--- config.mk ---
export PLATFORM = sky130hd
export DESIGN_NAME = mage_cfg_loader
export DESIGN_NICKNAME = d
export VERILOG_FILES = /design/src/rtl/mage_reg_pkg.sv /design/src/rtl/mage_cfg_loader.sv
export SDC_FILE = /design/constraint.sdc
export NUM_CORES = 1
export LEC_CHECK = 0
export BUFFER_PORTS_ARGS = -buffer_cell sky130_fd_sc_hd__buf_2
export CORE_ASPECT_RATIO = 0.6
export CORE_MARGIN = 2
export CORE_UTILIZATION = 48
export CTS_CLUSTER_SIZE = 25
export DETAILED_ROUTE_END_ITERATION = 10
export GPL_ROUTABILITY_DRIVEN = 0
export GPL_TIMING_DRIVEN = 0
export PLACE_DENSITY = 0.73
export SLEW_MARGIN = 5
export SYNTH_ARGS = -nofsm -noshare
export SYNTH_HDL_FRONTEND = slang
export SYNTH_SLANG_ARGS = --single-unit
--- constraint.sdc ---
create_clock -name clk_i -period 2.91 [get_ports clk_i]
set_input_delay 0.291 -clock clk_i [delete_from_list [all_inputs] [get_ports clk_i]]
set_output_delay 0.291 -clock clk_i [all_outputs]
set_load 0.1 [all_outputs]
--- src/rtl/mage_reg_pkg.sv ---
// Register-bus request/response types shared by the Mage register file and its initiators.
package mage_reg_pkg;

    typedef struct packed {
        logic [31:0] addr;
        logic        write;
        logic [31:0] wdata;
        logic [3:0]  wstrb;
        logic        valid;
    } reg_req_t;

    typedef struct packed {
        logic [31:0] rdata;
        logic        error;
        logic        ready;
    } reg_rsp_t;

endpackage

--- src/rtl/mage_cfg_loader.sv ---
// Streams header-framed config bursts into the Mage register file, with optional
// read-back verification, bus-wait timeout and a classified error report.
module mage_cfg_loader
    import mage_reg_pkg::*;
#(
    parameter logic [31:0] BASE_ADDR      = 32'h0000_0000,
    parameter int          TIMEOUT_CYCLES = 256
) (
    input  logic        clk_i,
    input  logic        rst_n_i,
    input  logic        start_i,
    input  logic        verify_en_i,
    input  logic        cfg_valid_i,
    output logic        cfg_ready_o,
    input  logic [31:0] cfg_data_i,
    output reg_req_t    reg_req_o,
    input  reg_rsp_t    reg_rsp_i,
    output logic        busy_o,
    output logic        done_o,
    output logic [1:0]  err_code_o,
    output logic [31:0] err_addr_o,
    output logic [15:0] words_o
);

    typedef enum logic [2:0] {
        ST_IDLE = 3'd0,
        ST_HDR  = 3'd1,
        ST_LOAD = 3'd2,
        ST_WR   = 3'd3,
        ST_RD   = 3'd4,
        ST_FIN  = 3'd5
    } state_t;

    localparam int                WAIT_W    = $clog2(TIMEOUT_CYCLES) + 1;
    // Abort decision is taken on the edge where the counter would reach TIMEOUT_CYCLES-1.
    localparam logic [WAIT_W-1:0] WAIT_LAST = WAIT_W'(TIMEOUT_CYCLES - 2);

    localparam logic [1:0] ERR_BUS     = 2'd1;
    localparam logic [1:0] ERR_VERIFY  = 2'd2;
    localparam logic [1:0] ERR_TIMEOUT = 2'd3;

    function automatic logic [31:0] word_addr(input logic [15:0] off, input logic [15:0] idx);
        word_addr = BASE_ADDR + {16'h0000, off} + {14'h0000, idx, 2'b00};
    endfunction

    state_t            state_r;
    state_t            state_next_s;
    logic [15:0]       cnt_r;
    logic [15:0]       off_r;
    logic [15:0]       idx_r;
    logic [31:0]       wdata_r;
    logic [31:0]       addr_r;
    logic              write_r;
    logic              valid_r;
    logic              cfg_ready_r;
    logic              busy_r;
    logic              done_r;
    logic              verify_r;
    logic [1:0]        err_code_r;
    logic [31:0]       err_addr_r;
    logic [15:0]       words_r;
    logic [WAIT_W-1:0] wait_r;

    logic              hs_s;
    logic              last_s;
    logic              commit_s;
    logic              err_set_s;
    logic [1:0]        err_val_s;

    assign hs_s   = cfg_valid_i & cfg_ready_r;
    assign last_s = (idx_r == (cnt_r - 16'd1));

    // Next-state and event decode for the burst sequencer.
    always_comb begin
        state_next_s = state_r;
        commit_s     = 1'b0;
        err_set_s    = 1'b0;
        err_val_s    = 2'd0;
        case (state_r)
            ST_IDLE: begin
                if (start_i) state_next_s = ST_HDR;
                else         state_next_s = ST_IDLE;
            end
            ST_HDR: begin
                if (hs_s) begin
                    if (cfg_data_i[31:16] == 16'd0) state_next_s = ST_FIN;
                    else                            state_next_s = ST_LOAD;
                end else begin
                    state_next_s = ST_HDR;
                end
            end
            ST_LOAD: begin
                if (hs_s) state_next_s = ST_WR;
                else      state_next_s = ST_LOAD;
            end
            ST_WR, ST_RD: begin
                if (reg_rsp_i.ready) begin
                    if (reg_rsp_i.error) begin
                        err_set_s    = 1'b1;
                        err_val_s    = ERR_BUS;
                        state_next_s = ST_FIN;
                    end else if ((state_r == ST_WR) && verify_r) begin
                        state_next_s = ST_RD;
                    end else if ((state_r == ST_RD) && (reg_rsp_i.rdata != wdata_r)) begin
                        err_set_s    = 1'b1;
                        err_val_s    = ERR_VERIFY;
                        state_next_s = ST_FIN;
                    end else begin
                        commit_s     = 1'b1;
                        state_next_s = last_s ? ST_FIN : ST_LOAD;
                    end
                end else if (wait_r == WAIT_LAST) begin
                    err_set_s    = 1'b1;
                    err_val_s    = ERR_TIMEOUT;
                    state_next_s = ST_FIN;
                end else begin
                    state_next_s = state_r;
                end
            end
            ST_FIN:  state_next_s = ST_IDLE;
            default: state_next_s = ST_IDLE;
        endcase
    end

    // Sequencer state register.
    always_ff @(posedge clk_i or negedge rst_n_i) begin
        if (!rst_n_i) state_r <= ST_IDLE;
        else          state_r <= state_next_s;
    end

    // Datapath, status and registered bus/stream outputs (decoded from the next state).
    always_ff @(posedge clk_i or negedge rst_n_i) begin
        if (!rst_n_i) begin
            cnt_r       <= 16'd0;
            off_r       <= 16'd0;
            idx_r       <= 16'd0;
            wdata_r     <= 32'd0;
            addr_r      <= 32'd0;
            write_r     <= 1'b0;
            valid_r     <= 1'b0;
            cfg_ready_r <= 1'b0;
            busy_r      <= 1'b0;
            done_r      <= 1'b0;
            verify_r    <= 1'b0;
            err_code_r  <= 2'd0;
            err_addr_r  <= 32'd0;
            words_r     <= 16'd0;
            wait_r      <= '0;
        end else begin
            valid_r     <= (state_next_s == ST_WR) || (state_next_s == ST_RD);
            write_r     <= (state_next_s == ST_WR);
            cfg_ready_r <= (state_next_s == ST_HDR) || (state_next_s == ST_LOAD);
            busy_r      <= (state_next_s == ST_HDR) || (state_next_s == ST_LOAD) ||
                           (state_next_s == ST_WR)  || (state_next_s == ST_RD);
            done_r      <= (state_next_s == ST_FIN);

            if (valid_r && !reg_rsp_i.ready) wait_r <= wait_r + WAIT_W'(1);
            else                             wait_r <= '0;

            if ((state_r == ST_IDLE) && start_i) begin
                err_code_r <= 2'd0;
                err_addr_r <= 32'd0;
                words_r    <= 16'd0;
                idx_r      <= 16'd0;
                verify_r   <= verify_en_i;
            end
            if ((state_r == ST_HDR) && hs_s) begin
                cnt_r <= cfg_data_i[31:16];
                off_r <= {cfg_data_i[15:2], 2'b00};
            end
            if ((state_r == ST_LOAD) && hs_s) begin
                wdata_r <= cfg_data_i;
                addr_r  <= word_addr(off_r, idx_r);
            end
            if (err_set_s) begin
                err_code_r <= err_val_s;
                err_addr_r <= addr_r;
            end
            if (commit_s) begin
                if (words_r != 16'hFFFF) words_r <= words_r + 16'd1;
                idx_r <= idx_r + 16'd1;
            end
        end
    end

    assign reg_req_o = '{addr: addr_r, write: write_r, wdata: wdata_r, wstrb: 4'hF, valid: valid_r};

    assign cfg_ready_o = cfg_ready_r;
    assign busy_o      = busy_r;
    assign done_o      = done_r;
    assign err_code_o  = err_code_r;
    assign err_addr_o  = err_addr_r;
    assign words_o     = words_r;

endmodule

# Word-level counts from Yosys, hierarchy flattened
# Cells that the tools add are included.
# W data, S select, Z words.
# word_totals
ff_bits	178
latch_bits	0
ramBits	0
romBits	0
inputBits	71
word_cells	89
memories	0
# classes
addsub	5
multipliers	0
div_mod_pow	0
magnitude_cmp	0
n_eq_ne	13
n_shift	0
n_mux	38
bitwise_logic	1
n_reduce_logical	16
# ops
cell	n
$mux W16	5
$mux W32	2
$add A16 B1 Y16 const B	2
$ne A32 B32 Y1	1
$mux W3	8
$add A16 B18 Y19	1
$eq A16 B16 Y1	1
$logic_not A16 Y1	1
$mux W2	8
$ne A16 B16 Y1 const B	1
$sub A16 B1 Y16 const B	1
$mux W1	13
$eq A3 B2 Y1 const B	4
$pmux W3 S4	1
$add A9 B1 Y9 const B	1
$eq A3 B3 Y1 const B	3
$eq A9 B8 Y1 const B	1
$mux W9	1
$eq A3 B1 Y1 const B	2
$logic_and A1 B1 Y1	6
$logic_or A1 B1 Y1	4
$reduce_bool A2 Y1	2
$logic_not A3 Y1	1
$reduce_or A2 Y1	1
other kinds (2)	2

# Depth between registers and ports, before layout
# Gate-level depths: netlist of run 1.
# depth
depth_word	12
ltp_mapped	12
mapped_depth_nobuf	12

# Worst setup path before layout of run 1
# No wires, ideal clock.
# synth_path
path_type	register to register
startpoint	reg wdata_r[3]
endpoint	reg words_r[14] (netlist: words_o[14])
t_arrival_ps	2942
t_required_ps	2751
setup_slack_ps	-191
stages_incl_launch_ff	11
n_path_buf	1
period_less_slack_ps	3101
path_cell_list	dfrtp_1 -> xnor2_1 -> nand4_1 -> nor4_1 -> a21oi_1 -> and4bb_1 -> buf_2 -> nand3_1 -> or4_1 -> nand3_1 -> o21ai_1
# synth_between
elab_chain_cells	8
# synth_lines
item	line	source
start: declaration	mage_cfg_loader.sv:51	logic [31:0] wdata_r;
start signal: assignment	mage_cfg_loader.sv:172	wdata_r <= cfg_data_i;
$ne A32 B32 Y1	mage_cfg_loader.sv:104	end else if ((state_r == ST_RD) && (reg_rsp_i.rdata != wdata_r)) begin
$logic_and A1 B1 Y1	mage_cfg_loader.sv:104	
$mux W1	mage_cfg_loader.sv:104	
$mux W1	mage_cfg_loader.sv:102	end else if ((state_r == ST_WR) && verify_r) begin
$mux W1	mage_cfg_loader.sv:98	if (reg_rsp_i.error) begin
$mux W1	mage_cfg_loader.sv:97	if (reg_rsp_i.ready) begin
$mux W1	mage_cfg_loader.sv:79	case (state_r)
$mux W16	mage_cfg_loader.sv:179	if (commit_s) begin
end signal: assignment	mage_cfg_loader.sv:180	if (words_r != 16'hFFFF) words_r <= words_r + 16'd1;
end: declaration	mage_cfg_loader.sv:61	logic [15:0] words_r;
# No other way between the ends.
# A chain may end at the register's enable or synchronous reset.

# Worst setup path in the final report of run 1
# layout_path
startpoint	reg wdata_r[18]
endpoint	reg words_r[14] (netlist: words_o[14])
# The elaborated chain is that of the path after synthesis.

==> results of run 1 <==
## stage by stage
stage | cells | total power (W) | setup TNS (ns)
3_3_place_gp | 1282 | 0.00936 | -117.54
6_report | 1320 | 0.0117 | 0
4_1_cts | 1318 | 0.0116 | -0.00954
3_5_place_dp | 1285 | 0.00946 | -3.57
5_1_grt | 1320 | 0.0123 | -0.0704
2_1_floorplan | 895 | 0.00821 | 0
## state kept, by name (all words and copies together), names as in the netlist
| name | count |
|---|---|
| wdata_r | 32 |
| addr_r | 17 |
| err_addr_o | 17 |
| cnt_r | 16 |
| idx_r | 16 |
| words_o | 16 |
| off_r | 14 |
| wait_r | 9 |
| state_r | 3 |
| err_code_o | 2 |
| busy_o | 1 |
| cfg_ready_o | 1 |
| done_o | 1 |
| valid_r | 1 |
| verify_r | 1 |
| write_r | 1 |
## power by group
part	total (W)	internal, W	switching [W]
Combinational	0.00624	0.00146	0.00477
Clock	0.00210	0.00114	0.000959
Sequential	0.00339	0.00274	0.000647
## worst min path at each step
stage                        startpoint           to  cells after the start
after global placement        wait_r[0]    wait_r[0]                      1
after detailed placement        rst_n_i  wdata_r[10]                      2
final                     cfg_data_i[0]   wdata_r[0]                      3
after floorplan                 rst_n_i   addr_r[10]                      0
after CTS                 cfg_data_i[0]   wdata_r[0]                      3
after global routing        verify_en_i     verify_r                      3
## layout by cell type, fill, tap and decap left out, drive strengths merged, types with 27 or more instances in the layout
| master | synthesis | routed |
|---|---|---|
| a21oi | 32 | 32 |
| buf | 42 | 205 |
| clkbuf | 23 | 42 |
| conb | 2 | 34 |
| dfrtp | 148 | 148 |
| inv | 20 | 29 |
| mux2 | 27 | 27 |
| nand2 | 193 | 193 |
| nand3 | 41 | 41 |
| nor2 | 43 | 43 |
| o21ai | 54 | 54 |
| xnor2 | 54 | 54 |
## layer usage
layer | GRT usage | part of all wire | vias up
met4 | 0.0800 | 0.017 | 4
met1 | 0.395 | 0.49 | 3384
li1 | - | - | 3338
met2 | 0.349 | 0.42 | 238
met3 | 0.0550 | 0.074 | 30
met5 | 0 | 0.0010 | -
## cell families after synthesis
kind of cell | share of synthesized area
flip-flops | 0.465
adder cells (fa/ha/maj) | 0.0323
AND/OR/NAND/NOR | 0.214
buffers and inverters | 0.0587
XOR/XNOR | 0.0780
AO/OA/AOI/OAI | 0.102
other | 0.000942
multiplexers | 0.0494
## repair_timing
item	4_1_cts	5_1_grt
hold endpoints to repair	93	0
pin swaps	0	6
hold buffers	1	0
endpoints found under the setup margin	38	40
resized for setup	11	20
buffers inserted	0	2
## layout make-up
type / count / area share
inverters: 20 / 0.00747
clock buffers: 18 / 0.0437
well taps: 228 / 0.0284
flip-flops and latches: 148 / 0.372
plain buffers: 65 / 0.0399
clock inverters: 14 / 0.0116
multi-input cells: 662 / 0.408
repair buffers: 165 / 0.0885
## worst min-delay path, delay by kind of cell
family	cells	cell delay, ns
buffers and inverters	1	0.08
AND/OR/NAND/NOR	2	0.08
==> results.cfg, run 1 <==
[floorplan]
die_area_mm2 = 0.0177
die_x_um = 170
rows = 36
core_mm2 = 0.0163
num_io_pins = 194
dieHeight_um = 104
start_util = 0.490

[sta]
hold_violations = 0
rsz0062_at_grt = yes
finalWorstSetupSlack_ns = 0.116
min_period_ns = 2.79
tightest_slew_ns = 1.12
fin_crit_sh = 0.960
hold-worst-slack_ns = 0.0577
maxSlewHeadroom = 0.245
finalClockSkew_ns = 0.00867
fmax_mhz = 358
drv_slew = 0
setup_viol = 0

[cells_and_area]
ff_latch_area_mm2 = 0.00374
nets = 1170
fillers = 1370
postLayoutCoreUtil = 0.618
drive_above_1_share = 0.303
antenna_cells = 0
area_growth_pct = 26.1
multiInputGateArea_mm2 = 0.00410
design_area_mm2 = 0.0101

[global_route]
grtUsageTotal = 0.254
grt_antenna_before_repair = 2
grt_max_degree = 95
grt_pass1_wl_um = 34900
overflow = 0
grt_pass1_vias = 6557

[synthesis]
ys.flop_type = dfrtp_1
netlist.area_leader.share = 0.465
async_flop_share = 1.00
syn_area_per_cell_um2 = 9.24
yosys_warnings = 0
synth_edf_count = 0
ys_types = 59
synth_area_leaders = dfrtp_1, nand2_1, xnor2_1
ys_seq_area_frac = 0.465
synth_most_common_cell = nand2_1
ys_top_cells_by_count = nand2_1, dfrtp_1, xnor2_1, o21ai_0, nor2_1
synth_top_area_cell = dfrtp_1
synth_seq_cells = 148
netlist_area_mm2 = 0.00797
synth_cells = 863

[routing]
vias = 6994
drc = 0
drt-vias-per-instance = 5.30
final_antenna_net_count = 0
drtIter0Drc = 502
drt-total-wl_um = 22000
first_pass_iters = 5
avgRoutedWirePerCell_um = 16.7

[worst_setup_path]
end_kind = flip-flop
cp_num_buf_inv = 1
path_max_fanout = 8
cp.required_ns = 3.22
rrSetupSlack_ns = 0.12
arrival_ns = 3.10
cpMaxStageDelayCell = or4_1
path_delay_family = simple AND/OR/NAND/NOR gates
timing.rr.end = words_o[14]
crit_start = wdata_r[18]
path_cells = xnor2_1, nand4_1, nor4_4, a21oi_2, and4bb_1, buf_6, nand3_4, or4_1, nand3_1, o21ai_1
cp_slowest_stage_delay_ns = 0.51
regToRegStartpoint = wdata_r[18]
cp.depth = 10
r2r_cells = 10
start_kind = flip-flop
crit_type = flip-flop to flip-flop
crit_path_end = words_o[14]

[placement]
portBuffers = 159
dp_slack_ns = -0.346
place_area_mm2 = 0.00929
place_hpwl_um = 16500

[power]
power_leakage_nw = 4.91
irDropWorstVdd_mv = 0.938
p_per_area_mw_per_mm2 = 1170

[clock_tree]
clk_pin_slew_ns = 0.07
clock-sinks = 148
cts_root_buf = clkbuf_16
clk_latency_ns = 0.43
cts_buffers = 17
cts_tree = done
h-tree-depth = 4
clk_path_buf_depth = 2

[worst_hold_path]
hp-class = primary input to flip-flop

[flow_run]
drv_cap = 0

[run_status]
outcome = finished clean
No activity file was read; power rests on OpenSTA's default activity.
==> run 2: changes to the inputs <==
- REMOVE_ABC_BUFFERS: unset -> 1
==> run 2 against run 1 <==
Clock skew up 0.0048 ns. Count of clock-buffer cells in the layout grew 3. Highest routed layer unchanged. Critical path type unchanged. Global-route usage shrank 2.0 points. Setup slack got worse by 0.040 ns.
==> results.cfg, run 2 (synthesized netlist as in run 1, its figures left out) <==
[worst_setup_path]
cp_slowest_stage_delay_ns = 0.51
r2r_cells = 9
start_kind = flip-flop
path_cells = xnor2_2, nand4_1, nor4_4, a21oi_2, and4bb_4, nand3_4, or4_4, nand3_1, o21ai_1
timing.rr.end = words_o[14]
cp.required_ns = 3.22
end_kind = flip-flop
rrSetupSlack_ns = 0.08
path_max_fanout = 8
cpMaxStageDelayCell = or4_4
crit_type = flip-flop to flip-flop
arrival_ns = 3.14
regToRegStartpoint = wdata_r[2]

[sta]
hold_violations = 0
rsz0062_at_grt = yes
tightest_slew_ns = 1.06
fin_crit_sh = 0.974
setup_viol = 0
drv_slew = 0
min_period_ns = 2.83
fmax_mhz = 353
finalWorstSetupSlack_ns = 0.0760
finalClockSkew_ns = 0.0134
maxSlewHeadroom = 0.291

[cells_and_area]
multiInputGateArea_mm2 = 0.00409
postLayoutCoreUtil = 0.599
top_register = wdata_r
largest_reg_flops = 32
design_area_mm2 = 0.00973
ff_latch_area_mm2 = 0.00370
drive_above_1_share = 0.256
layout_commonest_cell = nand2_1
final_cell_mix = nand2_1, buf_2, dfrtp_1
area_growth_pct = 22.1
nets = 1115
fillers = 1404
antenna_cells = 0

[global_route]
grt_max_degree = 76
grtUsageTotal = 0.234
grt_pass1_vias = 6097
grt_pass1_wl_um = 32700
grt_antenna_before_repair = 1
overflow = 0

[run_status]
outcome = finished clean

[routing]
wl_met2_um = 8530
first_pass_iters = 5
vias = 6721
drtIter0Drc = 502
wl_met3_um = 1360
drc = 0
drt-vias-per-instance = 5.31
final_antenna_net_count = 0
m1WireLength_um = 10400
avgRoutedWirePerCell_um = 16.1
drt-total-wl_um = 20400
top_layer = met5

[placement]
dp_slack_ns = -0.429
portBuffers = 159
place_hpwl_um = 15100
place_area_mm2 = 0.00893

[clock_tree]
h-tree-depth = 4
clk_pin_slew_ns = 0.06
cts_root_buf = clkbuf_16
clock-sinks = 148
clk_path_buf_depth = 2
clk_latency_ns = 0.43
cts_buffers = 17
cts_tree = done

[floorplan]
rows = 36
start_util = 0.490
num_io_pins = 194
core_mm2 = 0.0163
dieHeight_um = 104
die_area_mm2 = 0.0177
die_x_um = 170

[power]
irDropWorstVdd_mv = 0.715
p_per_area_mw_per_mm2 = 1200
power_leakage_nw = 4.77

[worst_hold_path]
hold_start = cfg_data_i[1]
holdPathEnd = wdata_r[1]
holdPathStages = 3
hp-class = primary input to flip-flop

[flow_run]
drv_cap = 0
## run 2: cell count changes in the layout (fill, tap and decap cells not counted), moves of 4 or more
cell | before | now
xnor2_1 | 45 | 49
inv_6 | 7 | 2
dfrtp_1 | 115 | 147
xnor2_2 | 8 | 4
buf_4 | 39 | 9
clkbuf_1 | 23 | 3
dfrtp_2 | 33 | 1
## run 2: worst max-delay path: cells and delay by family (launching register included)
kind,cells,cell delay [ns]
and+or+nand+nor,6,1.79
xor gates and xnor gates,1,0.26
DFF,1,0.44
AOI/OAI and AO/OA,2,0.22
## run 2: area by class of cell
class	instances	area share
multi-input combinational	662	0.420
sequential	148	0.381
timing repair buffer	175	0.101
clock buffer	21	0.0463
tap	228	0.0293
clock inverter	11	0.0156
inverter	20	0.00771
## run 2: timing repair
item,in CTS,in global routing
cloned,0,0
pin swaps,2,5
hold endpoints to repair,74,0
buffers inserted,0,5
hold buffers,1,0
resized for setup,14,14
setup endpoints to repair,48,33
## run 2: per-stage QoR
stage	hold slack (ns)	cells	setup TNS [ns]	total power, W
2_1_floorplan	-0.00459	830	-90.69	0.00807
6_report	0.0537	1265	0	0.0117
3_3_place_gp	0.474	1217	-294.09	0.00915
3_5_place_dp	0.309	1227	-9.94	0.00929
4_1_cts	0.0543	1260	0	0.0116
5_1_grt	0.0657	1265	-0.208	0.0122
## run 2: power breakdown
part / internal, W / switching [W]
registers: 0.00271 / 0.000677
logic: 0.00140 / 0.00461
clock network: 0.00138 / 0.000891
## run 2: routing by layer
metal  up-vias  track usage
li1       3222            -
met1      3256        0.376
met2       227        0.318
met3        14       0.0504
met4         2       0.0501
met5         -            0
## run 2: worst max path at each step
| stage | startpoint | slack [ns] | cells past startpoint | to |
|---|---|---|---|---|
| 2_1_floorplan | cfg_ready_o | -1.73 | 4 | addr_r[5] |
| 3_3_place_gp | state_r[0] | -3.95 | 3 | wdata_r[11] |
| 3_5_place_dp | wdata_r[4] | -0.43 | 9 | idx_r[13] |
| 4_1_cts | wdata_r[28] | 0.003 | 9 | words_o[14] |
| 5_1_grt | wdata_r[18] | -0.07 | 9 | words_o[14] |
| 6_report | wdata_r[2] | 0.08 | 9 | words_o[14] |
==> run 3: changes to the inputs <==
==> constraint.sdc (replaced) <==
create_clock -name clk_i -period 2.91 [get_ports clk_i]
set_input_delay 0.4365 -clock clk_i [delete_from_list [all_inputs] [get_ports clk_i]]
set_output_delay 0.4365 -clock clk_i [all_outputs]
set_load 0.1 [all_outputs]
==> run 3 against run 2 <==
The flow now finishes with violations (negative hold slack). Routed wire length is essentially flat. Total power is essentially flat. Cell count is essentially flat. Utilization shrank 0.062 points. Critical endpoint unchanged.
==> results.cfg, run 3 (synthesized netlist as in run 1, its figures left out) <==
[placement]
dpl.cell_count = 1227
portBuffers = 159
place_area_mm2 = 0.00893
place_hpwl_um = 15100

[routing]
vias = 6697
first_pass_iters = 5
drt-total-wl_um = 20400
avgRoutedWirePerCell_um = 16.1
drt-vias-per-instance = 5.30
final_antenna_net_count = 0
drc = 0
drtIter0Drc = 528

[sta]
tightest_slew_ns = 1.03
fin_crit_sh = 0.979
min_period_ns = 2.85
hold_violations = 21
drv_slew = 0
hold-worst-slack_ns = -0.0174
setup_viol = 0
fmax_mhz = 351
maxSlewHeadroom = 0.310
finalClockSkew_ns = 0.0104
rsz0062_at_grt = yes

[cells_and_area]
ff_latch_area_mm2 = 0.00370
fillers = 1405
nets = 1114
multiInputGateArea_mm2 = 0.00409
layout_commonest_cell = nand2_1
top_register = wdata_r
antenna_cells = 0
final_cell_mix = nand2_1, buf_2, dfrtp_1
drive_above_1_share = 0.256
largest_reg_flops = 32
design_area_mm2 = 0.00972
fin_cells = 1264
area_growth_pct = 22.0

[floorplan]
die_x_um = 170
core_mm2 = 0.0163
num_io_pins = 194
rows = 36
dieHeight_um = 104
die_area_mm2 = 0.0177
start_util = 0.490

[power]
p_per_area_mw_per_mm2 = 1200
irDropWorstVdd_mv = 0.715
power_leakage_nw = 4.77

[clock_tree]
clock-sinks = 148
cts_hold_buf = 0
h-tree-depth = 4
cts_root_buf = clkbuf_16
cts_buffers = 17
clk_pin_slew_ns = 0.07
clk_path_buf_depth = 2
cts_tree = done
clk_latency_ns = 0.42

[run_status]
outcome = complete, but fails checks
violations = negative hold slack

[flow_run]
drv_cap = 0

[global_route]
grtUsageTotal = 0.234
grt_pass1_wl_um = 32600
grt_antenna_before_repair = 1
grt_max_degree = 76
overflow = 0
grt_pass1_vias = 6085

[worst_setup_path]
path_max_fanout = 8
cp.required_ns = 3.21
start_kind = flip-flop
crit_type = flip-flop to flip-flop
arrival_ns = 3.15
end_kind = flip-flop

[worst_hold_path]
hp-class = primary input to async pin
run 3: changes by cell type in the layout (fill, tap and decap cells not counted):
cell and delta:
dlygate4sd3_1 -1
run 3: area by class of cell:
cell class	count	share of cell area
Clock inverter	11	0.0156
Sequential cell	148	0.381
Clock buffer	21	0.0463
Tap cell	228	0.0293
Inverter	20	0.00772
Multi-Input combinational cell	662	0.420
Timing Repair Buffer	174	0.0997
run 3: worst max-delay path, stage by stage (launching register included):
cell and delay, ns:
dfrtp_1 0.42, xnor2_2 0.20, nand4_1 0.31, nor4_4 0.41
a21oi_2 0.16, and4bb_4 0.41, nand3_4 0.13, or4_4 0.51
nand3_1 0.10, o21ai_1 0.06
run 3: path summary, 6_finish.rpt:
check / from / end / slack, ns / cells past startpoint
setup / recovery: wdata_r[18] / words_o[14] / 0.06 / 9
hold / removal: rst_n_i / err_addr_o[5] / -0.02 / 1
setup reg to reg: wdata_r[18] / words_o[14] / 0.06 / 9
hold reg to reg: err_addr_o[13] / err_addr_o[13] / 0.49 / 2
max in group asynchronous: rst_n_i / state_r[1] / 2.14 / 2
min in group clk_i: cfg_data_i[1] / wdata_r[1] / 0.20 / 3
run 3: report_power, final:
group	total [W]	internal [W]	switching, W
registers	0.00339	0.00271	0.000679
logic	0.00601	0.00140	0.00461
clock network	0.00227	0.00138	0.000894
run 3: per-layer routing:
layer / up-vias / global-route usage / routed length (um)
met5: - / 0 / 13
met3: 19 / 0.0504 / 1350
met2: 212 / 0.317 / 8510
li1: 3222 / - / -
met4: 2 / 0.0501 / 164
met1: 3242 / 0.376 / 10400
run 3: through the flow:
stage          setup slack (ns)  setup TNS (ns)  hold slack, ns   util  power (W)
3_3_place_gp              -4.09         -332.04           0.474  0.540    0.00915
4_1_cts                 0.00288               0         0.00707  0.591     0.0116
3_5_place_dp             -0.556          -16.02           0.454  0.549    0.00929
2_1_floorplan             -1.73          -90.69           0.141      -    0.00807
5_1_grt                 -0.0743          -0.208          0.0355  0.598     0.0122
6_report                 0.0626               0         -0.0174  0.598     0.0117
run 3: timing repair:
item / 4_1_cts / 5_1_grt
setup endpoints to repair: 48 / 33
resized for setup: 14 / 14
pin swaps: 2 / 5
setup buffers: 0 / 5
